**src/rtl/imem_pkg.sv**
```systemverilog
// Shared types and defaults for the instruction-memory arbiter slice.
package imem_pkg;

  typedef enum logic {
    RUN,
    LOAD
  } state_t;

  localparam logic REQ_FETCH = 1'b0;
  localparam logic REQ_LOAD  = 1'b1;

  localparam int unsigned ADDR_W_DEF = 30;
  localparam int unsigned DATA_W_DEF = 32;
  localparam int unsigned CNT_W_DEF  = 32;

endpackage

```
**src/rtl/imem_arbiter_if.sv**
```systemverilog
// Fetch, loader and memory-side signals of the instruction-memory arbiter.
interface imem_arbiter_if
  import imem_pkg::*;
#(
  parameter int unsigned ADDR_W = ADDR_W_DEF,
  parameter int unsigned DATA_W = DATA_W_DEF
);

  logic              f_req;
  logic [ADDR_W-1:0] f_addr;
  logic              f_gnt;
  logic              f_rvalid;
  logic [DATA_W-1:0] f_rdata;

  logic              l_req;
  logic              l_we;
  logic [ADDR_W-1:0] l_addr;
  logic [DATA_W-1:0] l_wdata;
  logic              l_hold;
  logic              l_gnt;
  logic              l_rvalid;
  logic [DATA_W-1:0] l_rdata;

  logic [ADDR_W-1:0] m_addr;
  logic              m_w_en;
  logic [DATA_W-1:0] m_data_in;
  logic [DATA_W-1:0] m_dword;

  modport slave (
    input  f_req, f_addr, l_req, l_we, l_addr, l_wdata, l_hold, m_dword,
    output f_gnt, f_rvalid, f_rdata, l_gnt, l_rvalid, l_rdata,
           m_addr, m_w_en, m_data_in
  );

  modport master (
    output f_req, f_addr, l_req, l_we, l_addr, l_wdata, l_hold, m_dword,
    input  f_gnt, f_rvalid, f_rdata, l_gnt, l_rvalid, l_rdata,
           m_addr, m_w_en, m_data_in
  );

endinterface

```
**src/rtl/imem_rr_pick.sv**
```systemverilog
// Two-input round-robin picker; purely combinational, history kept by the caller.
module imem_rr_pick
  import imem_pkg::*;
(
  input  logic f_req,
  input  logic l_req,
  input  logic last,
  input  logic f_mask,
  output logic f_gnt,
  output logic l_gnt
);

  logic f_ok;

  always_comb begin
    f_ok  = f_req & ~f_mask;
    f_gnt = 1'b0;
    l_gnt = 1'b0;
    if (f_ok && l_req) begin
      // Contest: the side not served most recently wins.
      f_gnt = (last == REQ_LOAD);
      l_gnt = (last == REQ_FETCH);
    end else begin
      f_gnt = f_ok;
      l_gnt = l_req & ~f_ok;
    end
  end

endmodule

```
**src/rtl/imem_arbiter.sv**
```systemverilog
// Single-port instruction-memory access controller: fetch vs loader, with a hold mode.
module imem_arbiter
  import imem_pkg::*;
#(
  parameter int unsigned ADDR_W = ADDR_W_DEF,
  parameter int unsigned DATA_W = DATA_W_DEF,
  parameter int unsigned CNT_W  = CNT_W_DEF
) (
  input  logic             clk,
  input  logic             rst_n,
  imem_arbiter_if.slave    bus,
  output logic             held,
  output logic [CNT_W-1:0] f_cnt,
  output logic [CNT_W-1:0] l_cnt
);

  state_t            state, state_nxt;
  logic              last;
  logic              f_mask;
  logic              f_gnt, l_gnt;
  logic [ADDR_W-1:0] addr_sel;
  logic              f_rvalid_q, l_rvalid_q;
  logic [DATA_W-1:0] f_rdata_q, l_rdata_q;

  always_ff @(posedge clk or negedge rst_n) begin
    if (!rst_n) state <= RUN;
    else        state <= state_nxt;
  end

  always_comb begin
    state_nxt = state;
    held      = 1'b0;
    f_mask    = 1'b0;
    case (state)
      RUN: begin
        if (bus.l_hold) state_nxt = LOAD;
      end
      LOAD: begin
        held   = 1'b1;
        f_mask = 1'b1;
        if (!bus.l_hold) state_nxt = RUN;
      end
      default: state_nxt = RUN;
    endcase
  end

  imem_rr_pick u_pick (
    .f_req  (bus.f_req),
    .l_req  (bus.l_req),
    .last   (last),
    .f_mask (f_mask),
    .f_gnt  (f_gnt),
    .l_gnt  (l_gnt)
  );

  always_comb begin
    addr_sel = l_gnt ? bus.l_addr : bus.f_addr;
  end

  assign bus.f_gnt     = f_gnt;
  assign bus.l_gnt     = l_gnt;
  assign bus.m_addr    = addr_sel;
  assign bus.m_w_en    = l_gnt & bus.l_we;
  assign bus.m_data_in = bus.l_wdata;

  // Leaving LOAD marks the loader as last served so fetch wins the first contest.
  always_ff @(posedge clk or negedge rst_n) begin
    if (!rst_n) begin
      last <= REQ_LOAD;
    end else if (state == LOAD && state_nxt == RUN) begin
      last <= REQ_LOAD;
    end else if (f_gnt) begin
      last <= REQ_FETCH;
    end else if (l_gnt) begin
      last <= REQ_LOAD;
    end
  end

  always_ff @(posedge clk or negedge rst_n) begin
    if (!rst_n) begin
      f_rvalid_q <= 1'b0;
      l_rvalid_q <= 1'b0;
      f_rdata_q  <= '0;
      l_rdata_q  <= '0;
      f_cnt      <= '0;
      l_cnt      <= '0;
    end else begin
      f_rvalid_q <= f_gnt;
      l_rvalid_q <= l_gnt;
      if (f_gnt) begin
        f_rdata_q <= bus.m_dword;
        f_cnt     <= f_cnt + CNT_W'(1);
      end
      if (l_gnt) begin
        l_rdata_q <= bus.l_we ? bus.l_wdata : bus.m_dword;
        l_cnt     <= l_cnt + CNT_W'(1);
      end
    end
  end

  assign bus.f_rvalid = f_rvalid_q;
  assign bus.f_rdata  = f_rdata_q;
  assign bus.l_rvalid = l_rvalid_q;
  assign bus.l_rdata  = l_rdata_q;

endmodule
```
**src/flat_wrapper.sv**
```systemverilog
// flat-port wrapper written by rule: the top's interface ports become plain ports
module imem_arbiter_flat import imem_pkg::*;
#(
  parameter int unsigned ADDR_W = ADDR_W_DEF,
  parameter int unsigned DATA_W = DATA_W_DEF,
  parameter int unsigned CNT_W  = CNT_W_DEF
)
  (clk, rst_n, held, f_cnt, l_cnt, bus_f_req, bus_f_addr, bus_l_req, bus_l_we, bus_l_addr, bus_l_wdata, bus_l_hold, bus_m_dword, bus_f_gnt, bus_f_rvalid, bus_f_rdata, bus_l_gnt, bus_l_rvalid, bus_l_rdata, bus_m_addr, bus_m_w_en, bus_m_data_in);
  imem_arbiter_if #(.ADDR_W(ADDR_W), .DATA_W(DATA_W)) bus_i ();
  input  logic clk;
  input  logic rst_n;
  output logic held;
  output logic [CNT_W-1:0] f_cnt;
  output logic [CNT_W-1:0] l_cnt;
  input wire logic [$bits(bus_i.f_req)-1:0] bus_f_req;
  input wire logic [$bits(bus_i.f_addr)-1:0] bus_f_addr;
  input wire logic [$bits(bus_i.l_req)-1:0] bus_l_req;
  input wire logic [$bits(bus_i.l_we)-1:0] bus_l_we;
  input wire logic [$bits(bus_i.l_addr)-1:0] bus_l_addr;
  input wire logic [$bits(bus_i.l_wdata)-1:0] bus_l_wdata;
  input wire logic [$bits(bus_i.l_hold)-1:0] bus_l_hold;
  input wire logic [$bits(bus_i.m_dword)-1:0] bus_m_dword;
  output wire logic [$bits(bus_i.f_gnt)-1:0] bus_f_gnt;
  output wire logic [$bits(bus_i.f_rvalid)-1:0] bus_f_rvalid;
  output wire logic [$bits(bus_i.f_rdata)-1:0] bus_f_rdata;
  output wire logic [$bits(bus_i.l_gnt)-1:0] bus_l_gnt;
  output wire logic [$bits(bus_i.l_rvalid)-1:0] bus_l_rvalid;
  output wire logic [$bits(bus_i.l_rdata)-1:0] bus_l_rdata;
  output wire logic [$bits(bus_i.m_addr)-1:0] bus_m_addr;
  output wire logic [$bits(bus_i.m_w_en)-1:0] bus_m_w_en;
  output wire logic [$bits(bus_i.m_data_in)-1:0] bus_m_data_in;
  assign bus_i.f_req = bus_f_req;
  assign bus_i.f_addr = bus_f_addr;
  assign bus_i.l_req = bus_l_req;
  assign bus_i.l_we = bus_l_we;
  assign bus_i.l_addr = bus_l_addr;
  assign bus_i.l_wdata = bus_l_wdata;
  assign bus_i.l_hold = bus_l_hold;
  assign bus_i.m_dword = bus_m_dword;
  assign bus_f_gnt = bus_i.f_gnt;
  assign bus_f_rvalid = bus_i.f_rvalid;
  assign bus_f_rdata = bus_i.f_rdata;
  assign bus_l_gnt = bus_i.l_gnt;
  assign bus_l_rvalid = bus_i.l_rvalid;
  assign bus_l_rdata = bus_i.l_rdata;
  assign bus_m_addr = bus_i.m_addr;
  assign bus_m_w_en = bus_i.m_w_en;
  assign bus_m_data_in = bus_i.m_data_in;
  imem_arbiter #(.ADDR_W(ADDR_W), .DATA_W(DATA_W), .CNT_W(CNT_W)) u_core (.clk(clk), .rst_n(rst_n), .bus(bus_i), .held(held), .f_cnt(f_cnt), .l_cnt(l_cnt));
endmodule
```
**config.mk**
```make
export PLATFORM = sky130hd
export DESIGN_NAME = imem_arbiter_flat
export DESIGN_NICKNAME = d
export VERILOG_FILES = /design/src/rtl/imem_pkg.sv /design/src/rtl/imem_arbiter_if.sv /design/src/rtl/imem_rr_pick.sv /design/src/rtl/imem_arbiter.sv /design/src/flat_wrapper.sv
export SDC_FILE = /design/constraint.sdc
export NUM_CORES = 1
export LEC_CHECK = 0
export BUFFER_PORTS_ARGS = -buffer_cell sky130_fd_sc_hd__buf_2
export CORE_AREA = 3 3 125 127
export DETAILED_ROUTE_END_ITERATION = 16
export DIE_AREA = 0 0 128 130
export PLACE_DENSITY = 0.72
export SETUP_SLACK_MARGIN = 0.15
export SLEW_MARGIN = 20
export SYNTH_ARGS = -nofsm -noshare
export SYNTH_HDL_FRONTEND = slang
export SYNTH_HIERARCHICAL = 1
export SYNTH_SLANG_ARGS = --single-unit
```
**constraint.sdc**
```tcl
create_clock -name clk -period 5.5 [get_ports clk]
set_input_delay 0.55 -clock clk [delete_from_list [all_inputs] [get_ports clk]]
set_output_delay 0.55 -clock clk [all_outputs]
set_load 0.02 [all_outputs]
```
; ---- Word level (Yosys, flattened, before mapping)
; Index checks and enable logic that the tools add are counted.
[classes]
addsub = 2
mux = 9
n_bitwise = 7
n_reduce_logical = 3
[op_table]
columns = operator, n
row1 = $add A32 B1 Y32 const B, 2
row2 = $mux W32, 1
row3 = $mux W30, 1
row4 = $mux W1, 7
row5 = $not A1 Y1, 4
row6 = $and A1 B1 Y1, 3
row7 = $reduce_bool A3 Y1, 1
row8 = $logic_and A1 B1 Y1, 2
[totals]
register_bits = 132
inputBits = 130
output_inout_bits = 196
word_cells = 29

; ---- Longest topological paths before layout
[logic_depth]
ltp_word = 9
depth_mapped = 7
depth_no_buf = 6

; ---- By module
; Netlist, hierarchy kept.
[by_module_without_submodules]
columns = mod, instances, cells_each, area_per_inst_um2, seq_area_each_um2
row1 = imem_arbiter, 1, 531, 6288.5, 3304.4
row2 = imem_rr_pick, 1, 4, 36.3, 0.0

; ---- Least setup slack after synthesis
; Ideal clock, no wire load.
[synth_path]
path_kind = input -> output
start = in bus_f_req
end = out bus_m_addr[0]
t_arrival_ns = 2.183
required_time_ns = 4.950
setup_slack_ns = 2.767
stages = 5
path_buffers = 2
cell_sequence = nor2b_4 > a21boi_1 > buf_2 > buf_1 > mux2_2
[synth_between]
elab_chain_cells = 5
word_cells_on_any_way = 6
cone_classes = 2 x mux / 3 x bitwise / 1 x reduce/logical
[synth_rtl]
columns = item, line_no
row1 = start: declaration, flat_wrapper.sv:15  ; input wire logic [$bits(bus_i.f_req)-1:0] bus_f_req;
row2 = $and A1 B1 Y1 (*), imem_rr_pick.sv:16  ; f_ok = f_req & ~f_mask;
row3 = $not A1 Y1, imem_rr_pick.sv:25  ; l_gnt = l_req & ~f_ok;
row4 = $and A1 B1 Y1, imem_rr_pick.sv:25
row5 = $mux W1 (*), imem_rr_pick.sv:19  ; if (f_ok && l_req) begin
row6 = net bus_l_gnt, flat_wrapper.sv:26  ; output wire logic [$bits(bus_i.l_gnt)-1:0] bus_l_gnt;
row7 = $mux W30 (*), imem_arbiter.sv:57  ; addr_sel = l_gnt ? bus.l_addr : bus.f_addr;
row8 = end: declaration, flat_wrapper.sv:29  ; output wire logic [$bits(bus_i.m_addr)-1:0] bus_m_addr;
; Mark *: on every way through the listed nets, which the timed path passes. The rest lies on a longest branch.

; ---- Worst setup path in the final report
[layout_path]
start = reg u_core.state
end = out bus_m_addr[9]
[layout_between]
elab_chain_cells = 7
word_cells_on_any_way = 8
cone_classes = 3 x mux / 4 x bitwise / 1 x reduce/logical
[layout_rtl]
columns = item, line_no
row1 = start: declaration, imem_arbiter.sv:17  ; state_t state, state_nxt;
row2 = start signal: assignment, imem_arbiter.sv:27  ; else state <= state_nxt;
row3 = $mux W1 (*), imem_arbiter.sv:34  ; case (state)
row4 = $not A1 Y1 (*), imem_rr_pick.sv:16
row5 = $and A1 B1 Y1 (*), imem_rr_pick.sv:16
row6 = $not A1 Y1, imem_rr_pick.sv:25
row7 = $and A1 B1 Y1, imem_rr_pick.sv:25
row8 = $mux W1 (*), imem_rr_pick.sv:19
row9 = $mux W30 (*), imem_arbiter.sv:57
; Every way passes the cells marked *; elsewhere a longest branch is shown, timed or not.

==> reports/results.tsv <==
stage	metric	value	unit
clock_network	Clock Pin Slew Worst Setup and Hold Paths	0.06	ns
synthesis	register area share after synthesis	52.25	%
clock_network	CTS tree	done	
routing	drc violations	0	
power	Lkg Pwr	4.420	nW
worst_setup_path	nature of the critical path startpoint	register	
synthesis	Synth Instances	535	
global_route	number of global-route vias before repair	5121	
sta	RSZ-0062 raised after global routing	no	
worst_setup_path	Crit-path slowest cell	buf_4	
outcome	status	finished, final reports clean	
synthesis	library cells used by synthesis	34	
synthesis	mapped cell area	0.006325	mm2
power	power share of the sequential group	39.1	%
placement	hpwl dp	13640	um
synthesis	synth top area cells	dfrtp_1 52%, mux2_2 11%, xnor2_1 6.0%	
power	switching power	0.0009338	W
placement	gpl congestion	0.8389	
floorplanning	die area	0.01664	mm2
sta	Final min period	2.796	ns
floorplanning	IO Pins	326	
worst_hold_path	min-delay worst type	input pin to async pin	
worst_setup_path	reg2reg path depth	7	
power	Max VDD drop	0.2389	mV
sta	Max Clock Freq	357.7	MHz
layout	Layout area overhead	35.05	%
routing	vias after detailed routing	5146	
sta	Final Cycle Share	50.83	%
worst_setup_path	worst r2r dst	u_core/f_cnt[11]	
synthesis	yosys warns	6	
synthesis	cell accounting for the most synthesized area	dfrtp_1	
worst_setup_path	CP top delay family	buffers and inverters	
clock_network	worst skew pair latency	0.41	ns
routing	Avg WL per Cell	17.52	um
routing	antenna viol nets, final	0	
clock_network	Longest Clk Path Bufs	2	
clock_network	# hold bufs at CTS	0	
global_route	Overall Global Routing Usage	21.41	%
placement	Buffers on Ports	325	
synthesis	Yosys reg bits	132	
worst_setup_path	crit-path max cell delay	0.48	ns
layout	Nets	964	
routing	First-pass DRT Iterations	4	
global_route	initial antenna violation count	0	
sta	Final setup viols	0	
synthesis	post-synth top area share	51.83	%
clock_network	CTS root buf	clkbuf_16	
layout	diodes inserted	0	
synthesis	Mean Syn Cell Area	11.82	um2
floorplanning	Die Wd	128	um
floorplanning	die height	130	um
global_route	first-pass GRT wire length	27610	um
layout	filler instances	1247	
routing	Vias/cell	5.001	
power	power share of the combinational group	21.8	%
worst_setup_path	critical path class	register to output port	
synthesis	Syn Nets	667	
clock_network	Post-CTS Resized	0	
sta	Setup TNS	0	ns
floorplanning	Initial Util	43.52	%
floorplanning	# rows	44	
layout	share of cells above drive strength 1	52.19	%
worst_setup_path	Worst Path Buf+Inv	2	
clock_network	total CTS buffers	17	
power	PwrDens	357.6	mW/mm2
worst_setup_path	CP Capture Type	output port	
worst_setup_path	Max Fanout on Critical Path	43	
clock_network	CTS Sinks	132	
worst_setup_path	crit-path cells	nor2b_4, a21boi_4, buf_4, mux2_2, buf_2	
sta	Final Hold Viols	0	
clock_network	# Post-CTS Setup Buffers	0	
floorplanning	Core Area	0.01453	mm2
sta	Slew headroom	36.61	%
power	Internal	0.002121	W
global_route	pin count of the biggest net entering global routing	103	
worst_setup_path	reg2reg start	u_core/last	
sta	Slew @ Worst Pin	0.9509	ns
worst_setup_path	Reg2Reg Setup Slack	2.72	ns
flow_run	max cap viols	0	
worst_setup_path	Critical Path RT	4.95	ns
routing	Iter 0 DRT Violations	248	
global_route	GRT overflow	0	
sta	skew final	0.008899	ns
placement	placed cells	997	
routing	final WL	18030	um
clock_network	H-tree lvl count	4	
worst_setup_path	Arr. time, crit path	2.25	ns
power	Sw Ratio	30.57	%
layout	non-filler cells, final	1029	
power	Clk pwr share	39.1	%
sta	fin. max-slew vios	0	
[cells in the mapped netlist]
master / instances
dfrtp_1: 131
mux2_2: 64
xnor2_1: 43
nor2_1: 41
a21oi_1: 32
buf_4: 32
mux2i_1: 32
nand2_1: 21
nand3_1: 21
nand4_1: 19
xor2_1: 19
nor3_1: 12
buf_1: 10
inv_1: 9
and3_1: 8
and4_1: 5
buf_2: 5
nor4_1: 5
clkbuf_1: 4
nand4_4: 3
nor4_4: 3
ha_1: 2
nor4_2: 2
or2_2: 2
a21boi_1: 1
a21boi_2: 1
and2_1: 1
and4_4: 1
buf_6: 1
dfstp_2: 1
nand3_2: 1
nor2b_4: 1
nor4b_2: 1
o22ai_1: 1
[flip-flops by register name (all words and copies together) (netlist names)]
signal               flops
u_core/state             1
u_core/f_cnt            32
u_core/bus.l_rvalid      1
u_core/bus.f_rdata      32
u_core/l_cnt            32
u_core/bus.f_rvalid      1
u_core/bus.l_rdata      32
u_core/last              1
[worst reg2reg max path: cells and delay by family (launching register included)]
kind                   cells  cell delay (ns)
AO/OA/AOI/OAI              1             0.46
XOR/XNOR                   1             0.17
buffers and inverters      2             0.56
flip-flops                 1             0.56
AND/OR/NAND/NOR            3             0.91
[kinds of logic after synthesis]
| logic type | Yosys count | synth area share, % |
|---|---|---|
| compound gates | 35 | 2.928 |
| buf+inv | 61 | 5.737 |
| fa+ha+maj | 2 | 0.3956 |
| flops | 132 | 52.25 |
| simple gates | 147 | 13.65 |
| mux | 96 | 16.46 |
| xor+xnor | 62 | 8.586 |
[power groups by stage]
stage	Clock [W]	Combinational [W]	Sequential, W
after floorplan	0	0.000255	0.00134
after global placement	0	0.000665	0.00121
after detailed placement	0	0.000673	0.00121
after CTS	0.00122	0.000674	0.00119
after global routing	0.00126	0.000717	0.00121
final	0.00120	0.000665	0.00119
[final cells by class]
cell class	instances	area, um2	share of cell area [%]
Clock inverter	12	180.2	2.109
Tap cell	184	230.2	2.695
Timing Repair Buffer	330	1670	19.55
Clock buffer	20	446.7	5.229
Multi-Input combinational cell	342	2676	31.33
Inverter	9	33.78	0.3955
Sequential cell	132	3304	38.68
[metal layers]
layer	track usage, %	vias to the layer above	wire length (um)
met3	6.222	18	1418
met1	29.21	2466	7708
li1	-	2447	-
met5	0	-	0
met2	33.83	215	8665
met4	5.556	0	233
[layout by cell type, fill, tap and decap left out, drive strengths merged, types with 21 or more instances in the layout]
cell type	synthesis	layout
nand4	22	22
buf	48	330
xnor2	43	43
nor2	41	41
a21oi	32	32
mux2i	32	32
dfrtp	131	131
nand3	22	22
mux2	64	64
nand2	21	21
[worst max path at each step]
stage	startpoint	to	slack, ns	depth (start not counted)
finish	u_core/state	bus_m_addr[9]	2.70	5
global route	u_core/last	u_core/f_cnt[27]	2.52	7
CTS	u_core/last	u_core/f_cnt[11]	2.67	7
detailed placement	bus_f_req	u_core/f_cnt[11]	2.46	8
global placement	bus_f_req	u_core/f_cnt[21]	2.54	8
floorplan	bus_f_req	bus_m_addr[0]	2.77	5
[metrics by stage]
| step | total power (W) | cell area, um2 | util (%) | hold WS, ns | setup WS, ns |
|---|---|---|---|---|---|
| 6_report | 0.003054 | 8542 | 58.77 | 0.1992 | 2.704 |
| 5_1_grt | 0.003193 | 8542 | 58.77 | 0.2406 | 2.518 |
| 4_1_cts | 0.003090 | 8542 | 58.77 | 0.2423 | 2.670 |
| 3_5_place_dp | 0.001880 | 7915 | 54.46 | 0.4514 | 2.458 |
| 3_3_place_gp | 0.001872 | 7915 | 54.46 | 0.4508 | 2.538 |
| 2_1_floorplan | 0.001597 | 6325 | - | 0.2544 | 2.767 |
No activity file was read; power rests on OpenSTA's default activity.
